**src/rtl/hazard_stall_unit.sv**
```systemverilog
// hazard_stall_unit: holds PC and IF/ID with an ID/EX bubble on load-use, branch-in-ID and mul/div hazards.
module hazard_stall_unit #(
    parameter int MULDIV_LAT = 32,
    parameter int CNT_W      = 16
) (
    input  logic             clk,
    input  logic             rst_n,
    input  logic [4:0]       IFID_RegRs,
    input  logic [4:0]       IFID_RegRt,
    input  logic             IFID_UsesRt,
    input  logic             IFID_IsBranch,
    input  logic             IFID_IsMulDiv,
    input  logic             IFID_IsMfHiLo,
    input  logic             IFID_Kill,
    input  logic             IDEX_MemRead,
    input  logic             IDEX_RegWrite,
    input  logic [4:0]       IDEX_RegRd,
    input  logic             EXMEM_MemRead,
    input  logic [4:0]       EXMEM_RegRd,
    output logic             PC_Write,
    output logic             IFID_Write,
    output logic             IDEX_Bubble,
    output logic             MulDiv_Busy,
    output logic [CNT_W-1:0] Stall_Count
);
    typedef enum logic {IDLE, BUSY} state_t;

    state_t           state_q, state_d;
    logic [7:0]       cnt_q, cnt_d;
    logic [CNT_W-1:0] stall_cnt_q, stall_cnt_d;
    logic             load_use, br_ex, br_mem, md_haz, stall, launch;

    // A producer writing $0 never creates a dependency.
    function automatic logic src_match(input logic [4:0] rs, input logic [4:0] rt,
                                       input logic uses_rt, input logic [4:0] x);
        return (x != 5'd0) && ((rs == x) || (uses_rt && (rt == x)));
    endfunction

    always_comb begin
        load_use = IDEX_MemRead && src_match(IFID_RegRs, IFID_RegRt, IFID_UsesRt, IDEX_RegRd);
        br_ex    = IFID_IsBranch && IDEX_RegWrite && src_match(IFID_RegRs, IFID_RegRt, IFID_UsesRt, IDEX_RegRd);
        br_mem   = IFID_IsBranch && EXMEM_MemRead && src_match(IFID_RegRs, IFID_RegRt, IFID_UsesRt, EXMEM_RegRd);
        md_haz   = (state_q == BUSY) && (IFID_IsMulDiv || IFID_IsMfHiLo);
        stall    = !IFID_Kill && (load_use || br_ex || br_mem || md_haz);
        launch   = IFID_IsMulDiv && !stall && !IFID_Kill;
    end

    always_ff @(posedge clk) begin
        if (!rst_n) begin
            state_q     <= IDLE;
            cnt_q       <= 8'd0;
            stall_cnt_q <= '0;
        end else begin
            state_q     <= state_d;
            cnt_q       <= cnt_d;
            stall_cnt_q <= stall_cnt_d;
        end
    end

    always_comb begin
        state_d     = state_q;
        cnt_d       = cnt_q;
        if (state_q == IDLE) begin
            state_d = launch ? BUSY : IDLE;
            cnt_d   = launch ? MULDIV_LAT[7:0] : 8'd0;
        end else begin
            state_d = (cnt_q == 8'd1) ? IDLE : BUSY;
            cnt_d   = (cnt_q == 8'd1) ? 8'd0 : cnt_q - 8'd1;
        end
        stall_cnt_d = (stall && !(&stall_cnt_q)) ? stall_cnt_q + CNT_W'(1) : stall_cnt_q;
    end

    // Reset holds the front end and pushes bubbles regardless of hazards.
    always_comb begin
        MulDiv_Busy = rst_n && (state_q == BUSY);
        PC_Write    = rst_n && !stall;
        IFID_Write  = rst_n && !stall;
        IDEX_Bubble = !rst_n || stall || IFID_Kill;
        Stall_Count = stall_cnt_q;
    end
endmodule

```
**config.mk**
```make
export PLATFORM = sky130hd
export DESIGN_NAME = hazard_stall_unit
export DESIGN_NICKNAME = d
export VERILOG_FILES = /design/src/rtl/hazard_stall_unit.sv
export SDC_FILE = /design/constraint.sdc
export NUM_CORES = 1
export LEC_CHECK = 0
export CORE_MARGIN = 3
export CORE_UTILIZATION = 47
export CTS_BUF_LIST = sky130_fd_sc_hd__clkbuf_2
export CTS_CLUSTER_DIAMETER = 40
export DETAILED_ROUTE_END_ITERATION = 8
export GPL_ROUTABILITY_DRIVEN = 0
export GPL_TIMING_DRIVEN = 0
export PLACE_DENSITY = 0.82
export SLEW_MARGIN = 40
export SYNTH_ARGS = -nofsm -noshare
export SYNTH_HDL_FRONTEND = slang
export SYNTH_SLANG_ARGS = --single-unit
```
**constraint.sdc**
```tcl
create_clock -name clk -period 2.55 [get_ports clk]
set_clock_uncertainty 0.15 [all_clocks]
set_input_delay 0.51 -clock clk [delete_from_list [all_inputs] [get_ports clk]]
set_output_delay 0.51 -clock clk [all_outputs]
set_load 0.03 [all_outputs]
```
==> results by group <==
Outcome
  • Status: finished with violations
  • Failing checks: negative setup slack

Min path
  • Critical hold path startpoint: cnt_q[0]
  • Hold/Removal Path Class: reg2reg

Logic synthesis
  • Most common library cells after synthesis: 25 x dfxtp_1, 23 x nand2_1, 21 x xor2_1
  • Synth Area in Simple Gates: a little under a third
  • Post-synth ARST share: 0%
  • Synth warnings: 0
  • Number of synthesized register bits: 25
  • Synth Area in XOR/XNOR: approximately 16%
  • Most area-hungry cell type in the Yosys netlist: dfxtp_1
  • Distinct cells, synth: 34
  • Post-synthesis sequential area ratio: about a third
  • Compound-Gate Fraction of Synth Area: 7.67%
  • Synthesized area: between 1500 and 2000 µm²
  • Dominant cells by area after synthesis: dfxtp_1 33%, xor2_1 12%, mux2i_1 7.3%
  • Top-count cell post-synth: dfxtp_1
  • Primary FF master, synth: dfxtp_1
  • Cells after Synth: between 150 and 200
  • Post-synth EDFFs: 0
  • Avg Inst Size Synth: approximately 8.4 µm²
  • Mux cell area share after synthesis: 7.34%
  • Combinational family with the most area after synthesis: simple AND/OR/NAND/NOR gates
  • Syn nets: 212
  • Yosys top cell area share: between 30 and 40%
  • Post-synthesis adder-cell area fraction: 2.50%

Worst setup path
  • Critical Path RT: roughly 1.9 ns
  • Crit-path cells: buf_8 > or4_4 > o2111ai_2 > o22a_1 > and3_4 > buf_6 > buf_6
  • Worst setup path start: EXMEM_RegRd[3]
  • Crit-path max cell delay: 0.52 ns
  • Crit Path Class: in2out
  • Critical path startpoint category: input pin
  • CP arrival: roughly 1.9 ns
  • Crit-path slowest cell: or4_4
  • Reg2reg setup slack: roughly 0.6 ns
  • Reg-to-reg critical path startpoint: Stall_Count[0]
  • Crit. End Element: output pin
  • CP Max Fanout: 4
  • Most used cell, CP: buf_6

STA
  • Worst rel slew slack: between 60% and 70%
  • Hold Fails Final Rpt: 0
  • RSZ-0062 raised after global routing: true
  • Tmin final: between 2 and 3 ns
  • Slew @ Worst Pin: 0.525 ns
  • Final count of negative-setup-slack endpoints: 3
  • Slack of the critical path: -0.0312 ns
  • Max-slew violations: 0
  • Final worst-path cycle share: 101%
  • Fmax: 0.387 GHz
  • Hold WS: between 0.3 and 0.4 ns

Routing
  • Remaining design rule violation count: 0
  • WL/cell: approximately 14 µm
  • Drt initial violations: between 50 and 60
  • Vias after detailed routing: between 1000 and 1500
  • Residual antenna-violating net count after detailed routing: 0
  • Initial DRT Pass Iterations: 4
  • Final wirelength: about 3800 µm
  • DR vias/cell: roughly 5.3

Floorplanning
  • Die footprint: a little under 4000 µm²
  • Starting utilization of the core area: ~52%
  • Chip height: 62.5 µm
  • Io pins: 50
  • Placeable Area: 2900 µm²
  • FP Rows: 19
  • Die X-Extent: about 62 µm

Cells and area
  • Layout cell share with drive strength beyond 1: 13.2%
  • Nets@finish: 268
  • Post-route cell area: roughly 2000 µm²
  • Finished Core Util: a little over two thirds
  • Area delta synth->final: 36.3%
  • Antenna Diode Count: 0

Clock network
  • Post-CTS Hold Buffers: 0
  • Insertion delay to the later sink of the worst-skew pair: 0.34 ns
  • Clock transition at path regs: 0.20 ns
  • H-tree depth: 1
  • Clock Tree Root: clkbuf_2
  • Clk sink count: 25
  • Clk buf depth: 2
  • Total CTS buffers: 3
  • TritonCTS clock tree: yes

Flow run
  • Max Cap Viol: 0

Power
  • Switching power: 218 µW
  • Clock share of power: between 10% and 20%
  • Switching portion of total power: 29.0%
  • Int Pwr: 535 µW
  • PD cells: 368 nW/µm²
  • Flop pwr share: 55.0%
  • Logic gate share of total power: about a quarter
  • LEAKAGE: roughly 0.91 nW
  • VDD IR max: ~0.27 mV

Placed design
  • Dpl hpwl: just under 3000 µm
  • Port Buf Inserts: between 40 and 50
  • Post-DP Area: a little over 2000 µm²

Global routing
  • Vias in the first global route: about 1400
  • Largest net degree at the start of global routing: 15
  • Initial antenna violation count: 0
  • All-Layer GR Usage: around 20%
  • First-pass GRT wire length: between 6000 and 7000 µm
  • Total gr overflow: 0
-- timing repair --
| action | 4_1_cts | 5_1_grt |
|---|---|---|
| resized for setup | 83 | 6 |
| pin swaps | 10 | 7 |
| endpoints found under the setup margin | 5 | 4 |
| buffers inserted | 2 | 0 |
-- worst max-delay path: cells and delay by family --
| family | cells | cell delay, ns |
|---|---|---|
| simple gates | 2 | 0.73 |
| compound gates | 2 | 0.36 |
| buf+inv | 3 | 0.31 |
-- area by class of cell --
class / count / area [µm²]
plain buffers: 6 / 31.3
repair buffers: 51 / 450
clock buffers: 3 / 15.0
well taps: 42 / 52.6
flip-flops and latches: 25 / 500
clock inverters: 1 / 5.00
fillers: 266 / 856
inverters: 4 / 15.0
multi-input cells: 144 / 975
-- final timing paths --
path                            cells after the start             end
worst min register to register                      1        cnt_q[0]
worst max register to register                      5  Stall_Count[6]
worst min-delay path                                1        cnt_q[0]
worst max-delay path                                7        PC_Write
-- per-layer routing --
metal  GRT usage (%)  up-vias  routed length [µm]  share of wire (%)
li1                -      729                   -                  -
met1            23.9      678                1620                 43
met2            34.5       54                1800                 48
met3            4.50        8                 276                7.4
met4            5.51        0                  48                1.3
met5               0        -                   0                  0
-- logic make-up (layout without fill, tap and decap cells) --
| group | Yosys count | after routing |
|---|---|---|
| AO/OA/AOI/OAI | 16 | 16 |
| flip-flops | 25 | 25 |
| XOR/XNOR | 27 | 27 |
| buffers and inverters | 10 | 65 |
| multiplexers | 11 | 11 |
| AND/OR/NAND/NOR | 87 | 87 |
| adder cells (fa/ha/maj) | 3 | 3 |
-- sequential cells by signal (all words and copies together) (netlist names) --
signal       cells
state_q          1
cnt_q            8
Stall_Count     16
-- through the flow --
step	power [mW]	cells	TNS, ns	setup WS [ns]
floorplan	0.532	179	0	0.0460
global placement	0.615	270	-7.67	-1.04
detailed placement	0.622	270	-8.58	-1.09
CTS	0.763	276	-0.130	-0.0528
global route	0.802	276	-0.219	-0.0855
finish	0.753	276	-0.0562	-0.0312
-- power groups by stage --
stage          Combinational (mW)  Clock [mW]  Sequential, mW
6_report                    0.193       0.146           0.414
4_1_cts                     0.196       0.153           0.415
5_1_grt                     0.213       0.172           0.417
2_1_floorplan               0.109           0           0.423
3_3_place_gp                0.194           0           0.421
3_5_place_dp                0.200           0           0.422
-- placed cells by master, fill, tap and decap left out, types with 5 or more instances in the layout --
cell	instances
dfxtp_1	25
clkdlybuf4s50_1	25
nand2_1	22
xor2_1	21
nand2b_1	14
nor2_1	13
buf_2	11
mux2i_1	11
dlygate4sd2_1	7
xnor2_1	6
and3_1	6
nand4_1	6
nand3_1	5
buf_6	5
clkbuf_2	5
No activity file was read; power rests on OpenSTA's default activity.
